$ cat config.mk
export PLATFORM = sky130hd
export DESIGN_NAME = uart_rx_fifo
export DESIGN_NICKNAME = d
export VERILOG_FILES = /design/src/rtl/uart_rx_pkg.sv /design/src/rtl/uart_rx_sync_fifo.sv /design/src/rtl/uart_rx_fifo.sv
export SDC_FILE = /design/constraint.sdc
export NUM_CORES = 1
export LEC_CHECK = 0
export CAP_MARGIN = 30
export CORE_UTILIZATION = 55
export CTS_BUF_LIST = sky130_fd_sc_hd__clkbuf_4
export DETAILED_ROUTE_END_ITERATION = 12
export PLACE_DENSITY_LB_ADDON = 0.1
export SYNTH_ARGS = -nofsm -noshare
export SYNTH_HDL_FRONTEND = slang
export SYNTH_HIERARCHICAL = 1
export SYNTH_SLANG_ARGS = --single-unit
$ cat constraint.sdc
create_clock -name clk -period 3.5 [get_ports clk]
set_input_delay 0.7 -clock clk [delete_from_list [all_inputs] [get_ports clk]]
set_output_delay 0.7 -clock clk [all_outputs]
set_load 0.05 [all_outputs]
$ cat src/rtl/uart_rx_pkg.sv
// Shared types and constants for the oversampling UART receiver.
package uart_rx_pkg;

  typedef enum logic [2:0] {
    IDLE,
    START,
    DATA,
    PARITY,
    STOP,
    BREAK
  } uart_rx_state_e;

  localparam int unsigned OVERSAMPLE = 16;
  localparam logic [3:0]  MID_SAMPLE = 4'd7;

endpackage

$ cat src/rtl/uart_rx_sync_fifo.sv
// First-word-fall-through synchronous FIFO; head entry is visible on rdata.
module uart_rx_sync_fifo #(
  parameter int unsigned DEPTH = 8,
  parameter int unsigned WIDTH = 8
) (
  input  logic                     clk,
  input  logic                     rst_n,
  input  logic                     push,
  input  logic [WIDTH-1:0]         wdata,
  input  logic                     pop,
  output logic [WIDTH-1:0]         rdata,
  output logic                     full,
  output logic                     empty,
  output logic [$clog2(DEPTH):0]   fill
);

  localparam int unsigned AW = $clog2(DEPTH);

  logic [WIDTH-1:0] mem [DEPTH];
  logic [AW:0]      wr_ptr;
  logic [AW:0]      rd_ptr;
  logic             do_push;
  logic             do_pop;

  assign empty   = (wr_ptr == rd_ptr);
  assign full    = (wr_ptr[AW] != rd_ptr[AW]) && (wr_ptr[AW-1:0] == rd_ptr[AW-1:0]);
  assign fill    = wr_ptr - rd_ptr;
  assign do_pop  = pop && !empty;
  // A pop in the same cycle frees the slot, so a push while full still lands.
  assign do_push = push && (!full || do_pop);
  assign rdata   = empty ? '0 : mem[rd_ptr[AW-1:0]];

  always_ff @(posedge clk or negedge rst_n) begin
    if (!rst_n) begin
      wr_ptr <= '0;
      rd_ptr <= '0;
    end else begin
      if (do_push) wr_ptr <= wr_ptr + 1'b1;
      if (do_pop)  rd_ptr <= rd_ptr + 1'b1;
    end
  end

  always_ff @(posedge clk) begin
    if (do_push) mem[wr_ptr[AW-1:0]] <= wdata;
  end

endmodule

$ cat src/rtl/uart_rx_fifo.sv
// 8-bit UART receiver, 16x oversampling, optional parity, FWFT receive FIFO.
module uart_rx_fifo
  import uart_rx_pkg::*;
#(
  parameter int unsigned FIFO_DEPTH = 8,
  parameter int unsigned DIV_WIDTH  = 16
) (
  input  logic                        clk,
  input  logic                        rst_n,
  input  logic [DIV_WIDTH-1:0]        cfg_div_i,
  input  logic                        cfg_parity_en_i,
  input  logic                        cfg_parity_odd_i,
  input  logic                        rx_en_i,
  input  logic                        rx_i,
  output logic [7:0]                  data_o,
  output logic                        valid_o,
  input  logic                        ready_i,
  output logic [$clog2(FIFO_DEPTH):0] fill_o,
  output logic                        frame_err_o,
  output logic                        parity_err_o,
  output logic                        overflow_o
);

  localparam logic [3:0] LAST_SAMPLE = 4'(OVERSAMPLE - 1);

  uart_rx_state_e       state;
  uart_rx_state_e       next_state;
  logic                 rx_meta;
  logic                 rx_s;
  logic [DIV_WIDTH-1:0] tick_cnt;
  logic                 tick;
  logic [3:0]           sample_cnt;
  logic                 mid;
  logic [7:0]           shift;
  logic [2:0]           bit_cnt;
  logic                 par_bad;
  logic                 shift_en;
  logic                 par_chk;
  logic                 push;
  logic                 frame_err;
  logic                 parity_err;
  logic                 fifo_full;
  logic                 fifo_empty;

  always_ff @(posedge clk or negedge rst_n) begin
    if (!rst_n) begin
      rx_meta <= 1'b1;
      rx_s    <= 1'b1;
    end else begin
      rx_meta <= rx_i;
      rx_s    <= rx_meta;
    end
  end

  assign tick = (tick_cnt == cfg_div_i);
  assign mid  = tick && (sample_cnt == MID_SAMPLE);

  // Both counters are held at zero in IDLE, which also clears them on entry to START.
  always_ff @(posedge clk or negedge rst_n) begin
    if (!rst_n) begin
      tick_cnt   <= '0;
      sample_cnt <= '0;
    end else if (state == IDLE) begin
      tick_cnt   <= '0;
      sample_cnt <= '0;
    end else if (tick) begin
      tick_cnt   <= '0;
      sample_cnt <= (sample_cnt == LAST_SAMPLE) ? '0 : sample_cnt + 4'd1;
    end else begin
      tick_cnt   <= tick_cnt + 1'b1;
    end
  end

  always_ff @(posedge clk or negedge rst_n) begin
    if (!rst_n) state <= IDLE;
    else        state <= next_state;
  end

  always_comb begin
    next_state = state;
    shift_en   = 1'b0;
    par_chk    = 1'b0;
    push       = 1'b0;
    frame_err  = 1'b0;
    parity_err = 1'b0;
    case (state)
      IDLE:   if (!rx_s) next_state = START;
      START:  if (mid) next_state = rx_s ? IDLE : DATA;
      DATA: begin
        if (mid) begin
          shift_en = 1'b1;
          if (bit_cnt == 3'd7) next_state = cfg_parity_en_i ? PARITY : STOP;
        end
      end
      PARITY: begin
        if (mid) begin
          par_chk    = 1'b1;
          next_state = STOP;
        end
      end
      STOP: begin
        if (mid) begin
          if (rx_s) begin
            next_state = IDLE;
            if (par_bad) parity_err = 1'b1;
            else         push       = 1'b1;
          end else begin
            frame_err  = 1'b1;
            next_state = BREAK;
          end
        end
      end
      BREAK:  if (rx_s) next_state = IDLE;
      default: next_state = IDLE;
    endcase
    if (!rx_en_i) begin
      next_state = IDLE;
      shift_en   = 1'b0;
      par_chk    = 1'b0;
      push       = 1'b0;
      frame_err  = 1'b0;
      parity_err = 1'b0;
    end
  end

  always_ff @(posedge clk or negedge rst_n) begin
    if (!rst_n) begin
      shift   <= '0;
      bit_cnt <= '0;
      par_bad <= 1'b0;
    end else if (state == IDLE) begin
      bit_cnt <= '0;
      par_bad <= 1'b0;
    end else begin
      if (shift_en) begin
        shift   <= {rx_s, shift[7:1]};
        bit_cnt <= bit_cnt + 3'd1;
      end
      if (par_chk) par_bad <= (rx_s != (^shift ^ cfg_parity_odd_i));
    end
  end

  always_ff @(posedge clk or negedge rst_n) begin
    if (!rst_n) begin
      frame_err_o  <= 1'b0;
      parity_err_o <= 1'b0;
      overflow_o   <= 1'b0;
    end else begin
      frame_err_o  <= frame_err;
      parity_err_o <= parity_err;
      overflow_o   <= push && fifo_full && !ready_i;
    end
  end

  assign valid_o = !fifo_empty;

  uart_rx_sync_fifo #(
    .DEPTH (FIFO_DEPTH),
    .WIDTH (8)
  ) u_fifo (
    .clk   (clk),
    .rst_n (rst_n),
    .push  (push),
    .wdata (shift),
    .pop   (ready_i),
    .rdata (data_o),
    .full  (fifo_full),
    .empty (fifo_empty),
    .fill  (fill_o)
  );

endmodule

After elaboration in Yosys (flattened, before gate mapping) --
Memory sizes are Yosys's and may differ from the RTL's. Cells that the tools add are included.
Storage, ports and cells: bits in registers 48, bits in writable memories 64, input bits 23, output and inout bits 16, logic and storage cells 102, memories kept 1
Operators by class: add/subtract/negate cells 6, equality and inequality tests 20, multiplexer cells 43, bitwise logic cells 2, reductions and logical operators 17
Memories:
- u_fifo.mem | depth 8, width 8, rd ports 1, clocked after Yosys merged registers in 0, write ports 1, line uart_rx_sync_fifo.sv:19 | logic [WIDTH-1:0] mem [DEPTH];
Operators with widths (count):
- $mux W3 | 12
- $mux W16 | 2
- $mux W1 | 23
- $ne A3 B3 Y1 const B | 7
- $pmux W3 S6 | 1
- $add A16 B1 Y16 const B | 1
- $eq A16 B16 Y1 | 1
- $add A4 B1 Y4 const B | 3
- $mux W4 | 3
- $eq A3 B3 Y1 const B | 3
- $mux W8 | 1
- $reduce_xor A8 Y1 | 1
- $reduce_and A7 Y1 | 1
- $eq A3 B2 Y1 const B | 2
- $logic_and A1 B1 Y1 | 6
- $reduce_bool A2 Y1 | 3
- $eq A4 B3 Y1 const B | 1
- $eq A4 B4 Y1 | 1
- $eq A4 B4 Y1 const B | 1
- $sub A4 B4 Y4 | 1
- $add A3 B1 Y3 const B | 1
- $eq A3 B1 Y1 const B | 1
- $eq A3 B3 Y1 | 1
- $logic_not A1 Y1 | 3
- other kinds (7) | 8

Depth between registers and ports, before layout --
depth after elaboration 8, mapped depth 8, depth with buffers taken out 8

By module --
Netlist, hierarchy kept.
By module, submodules not included:
- uart_rx_sync_fifo | times used 1, cells each 189, area each 3039.2 µm², seq. area each 2122.0 µm²
- uart_rx_fifo | times used 1, cells each 216, area each 2189.6 µm², seq. area each 1003.5 µm²

Worst setup path after synthesis --
OpenSTA, ideal clock, no wires.
kind input to register, from in cfg_div_i[9], to mem u_fifo.mem[1][0], enable pin, library setup time 395 ps, arrival 3503 ps, required time 3105 ps, setup slack -398 ps, stages 7, buffers on the path 0, cell sequence xor2_1 -> nor4_1 -> nand4_2 -> or4_4 -> nor3_1 -> nand2_1 -> nor4_1
Between the ends: cells in the longest elaborated chain, start to end 8
Ends and longest elaborated chain:
- from (decl) | line uart_rx_fifo.sv:10 | input logic [DIV_WIDTH-1:0] cfg_div_i,
- $eq A16 B16 Y1 | line uart_rx_fifo.sv:55 | assign tick = (tick_cnt == cfg_div_i);
- $logic_and A1 B1 Y1 | line uart_rx_fifo.sv:56 | assign mid = tick && (sample_cnt == MID_SAMPLE);
- $mux W1 | line uart_rx_fifo.sv:102 | if (mid) begin
- $mux W1 | line uart_rx_fifo.sv:86 | case (state)
- $mux W1 | line uart_rx_fifo.sv:116 | if (!rx_en_i) begin
- via push | line uart_rx_fifo.sv:39 | logic push;
- $logic_and A1 B1 Y1 | line uart_rx_sync_fifo.sv:30 | assign do_push = push && (!full || do_pop);
- $mux W1 | line uart_rx_sync_fifo.sv:44 | if (do_push) mem[wr_ptr[AW-1:0]] <= wdata;
- $mux W1 (implied by the code) | line uart_rx_sync_fifo.sv:44
- to (decl) | line uart_rx_sync_fifo.sv:19
The timed path passes the listed nets, and every way through them passes these cells.

Worst setup path in the final report --
from reg u_fifo.wr_ptr[0], to out data_o[0]
Between the ends: cells in the longest elaborated chain, start to end 2
Ends and longest elaborated chain:
- from (decl) | line uart_rx_sync_fifo.sv:20 | logic [AW:0] wr_ptr;
- from (signal assigned) | line uart_rx_sync_fifo.sv:38 | if (do_push) wr_ptr <= wr_ptr + 1'b1;
- $eq A4 B4 Y1 | line uart_rx_sync_fifo.sv:25 | assign empty = (wr_ptr == rd_ptr);
- $mux W8 | line uart_rx_sync_fifo.sv:31 | assign rdata = empty ? '0 : mem[rd_ptr[AW-1:0]];
- to (decl) | line uart_rx_fifo.sv:15 | output logic [7:0] data_o,
No other way between the ends.

==> impl_results.md <==
- Worst-path cell with the longest stage delay: dfrtp_1
- Critical path destination: data_o[0]
- Routed Wire Length: about 10 mm
- Starting density of the core: about 57%
- Met1 Use GR: around 28%
- Post-route insts no fill: 591
- Worst vdd rail ir drop: between 300 and 400 uV
- Syn Nets: roughly 440
- Clock buffer count from CTS: 9
- DP Cell Count: approximately 580
- Critical path origin: u_fifo/wr_ptr[0]
- Nets: 490
- Final core utilization: 65.5%
- Total gr overflow: 0
- Met2 usage: 36.2%
- Area contributors post-synth: edfxtp_1 (37%), dfrtp_1 (22%), mux2i_1 (6.9%), xor2_1 (4.2%), xnor2_1 (3.5%)
- Nature of the critical path startpoint: flop
- Ports: 39
- CTS H-Tree Depth: 3
- Max_cap viols: 0
- Post-route DRC: 0
- Layout cells sized above 1: between 15 and 20%
- CP Cell Sequence: inv_1 > ha_1 > nand4_1 > buf_4 > nand2_1 > a221oi_1 > buf_12
- Vias after detailed routing: between 3000 and 4000
- Yosys cell types: 54
- Most common cell after layout, fill and taps aside: edfxtp_1
- Cells on worst reg2reg path: 9
- Slew Viols, Final: 0
- Max Buffers Root-to-Sink: 2
- Min-delay worst type: input port to asynchronous set/reset pin
- Fin crit share: around nine tenths
- Clk sink count: approximately 110
- Synth area leader: edfxtp_1
- Worst-skew pair later-pin latency: approximately 460 ps
- Setup violations, final: 0
- Final WS setup: between 200 and 300 ps
- Core Rows: 35
- Critical R2R Capture: u_fifo/mem[2][5]
- Vias in the first global route: between 3000 and 4000
- Final antenna diode count: 0
- Antenna violations before repair: 0
- Clock transition at path regs: 180 ps
- Clk_skew: 18.9 ps
- Post-detail-place hpwl: around 6.9 mm
- Place WS: -55.3 ps
- Layout area overhead: 15.8%
- Port buffer count: 38
- Global Route Usage Sum: 21.8%
- Cells after Synth: between 400 and 500
- Setup tns final: 0 ps
- Wirelength per Cell: about 17 um
- Flop2flop setup slack: between 600 and 700 ps
- Worst-margin pin slew: between 700 and 800 ps
- Slew margin rel.: around 51%
- Die Wd: 99.5 um
- Final design area excluding fillers: around 6100 sq um
- Vias per cell: between 5 and 6
- Share of Yosys cell area claimed by the top area cell type: between 30% and 40%
- Largest net degree at the start of global routing: 36
- Fin. Hold Viols: 0
- Starting DRC count in detailed routing: around 150
- Crit path DAT: 2500 ps
- Most frequent cells in the layout: edfxtp_1 (64), dfrtp_1 (45), mux2i_1 (36), nor2_1 (27), nand2_1 (26)
- Die Height: about 100 um
- Largest fanout on the critical path: 12
- RSZ-0062 raised after global routing: false
- DIE AREA: about 10000 sq um
- Pleak: 2.57 nW
- Synthesized cell area: between 5000 and 6000 sq um
- CTS tree: yes
- Post-CTS Hold Buffers: 0
- Async SR Flop Fraction: around 43%
- Placed cell areas: 5920 sq um
- Ys Warns: 6
- Worst Setup End Kind: output pin
- GP Congestion: about 0.86
- Worst r2r src: tick_cnt[11]
- CP max stage delay: ~530 ps
- Synthesized area per cell: about 13 sq um
- CTS root buf: clkbuf_4
- Core area: roughly 9000 sq um
- M3 GR Usage: 2.60%
- Main synth FF type: edfxtp_1
- EDFF count, synth: 64
- Max Fclk: ~0.31 GHz
- Post-CTS Setup Bufs: 0
- Global-route wire length before repair: 16.3 mm
- GRT Max-Usage Layer: met2
- Post-route ant nets: 0
- Pwr dens: 608 nW/um^2
- CTS resizes: 0
- Router iterations before antenna repair: 4
- Crit Path Category: flop to output pin
- Sequential-to-total area share from yosys stat: roughly three fifths
- Yosys reg bits: 112
- Final min period: between 3000 and 4000 ps
- Status: completed
- CP Data Required Time: between 2000 and 3000 ps
## power by group
part           total [mW]  internal (mW)  switching [mW]  leakage, nW
registers            1.46           1.41          0.0423         1.40
clock network       0.620          0.175           0.445       0.0767
logic                1.61          0.655           0.953         1.09
## kinds of logic (layout without fill, tap and decap cells)
group	Yosys count	after routing	synth area share, %
AOI/OAI and AO/OA	40	40	5.67
xor gates and xnor gates	48	48	8.45
adders and majority gates	10	10	2.54
buffers and inverters	32	89	2.75
DFF	112	112	59.8
muxes	46	46	9.12
and+or+nand+nor	117	117	11.7
## worst min path at each step
| stage | from | slack (ps) | to |
|---|---|---|---|
| 6_report | rst_n | 260 | shift[3] |
| 5_1_grt | rst_n | 290 | u_fifo/rd_ptr[0] |
| 4_1_cts | rst_n | 270 | shift[3] |
| 3_5_place_dp | rx_meta | 350 | rx_s |
| 3_3_place_gp | rx_meta | 350 | rx_s |
| 2_1_floorplan | rx_meta | 350 | rx_s |
## flip-flops by register name, summed over array words and instances, names as in the netlist
name	cells
bit_cnt	3
frame_err_o	1
overflow_o	1
par_bad	1
parity_err_o	1
rx_meta	1
rx_s	1
sample_cnt	4
shift	8
state	3
tick_cnt	16
u_fifo/mem	64
u_fifo/rd_ptr	4
u_fifo/wr_ptr	4
## critical path, delay by kind of cell, from the launching register on
kind | cells | cell delay (ps)
buffers and inverters | 3 | 540
DFF | 1 | 530
AOI/OAI and AO/OA | 1 | 420
adders and majority gates | 1 | 350
and+or+nand+nor | 2 | 210
## synthesized netlist by cell type, types with 6 or more instances
library cell,instances
mux2_2,8
nand2_1,26
nor3_1,12
nand3_1,14
xor2_1,25
edfxtp_1,64
a221oi_1,8
inv_1,19
clkbuf_1,6
nor4_1,8
dfrtp_1,46
ha_1,9
xnor2_1,21
o21ai_0,7
mux2i_1,36
nor2_1,27
a22oi_1,9
## per-stage QoR
step	hold slack (ps)	power, mW
floorplan	345	2.48
detailed placement	347	3.10
global route	292	3.84
finish	257	3.68
global placement	346	3.08
CTS	265	3.71
## layer usage
layer / vias up / part of all wire [%]
met3: 16 / 3.6
met4: 0 / 2.3
li1: 1586 / -
met1: 1602 / 43
met5: - / 0
met2: 79 / 51
## area by class of cell
class                      instances  area (sq um)
clock inverter                     6          62.6
timing repair buffer              54           566
fill                             699          3190
inverter                          19          71.3
clock buffer                      10          75.1
sequential                       112          3130
multi-input combinational        261          1990
tap                              129           161
Power figures use the tool's default switching activity.
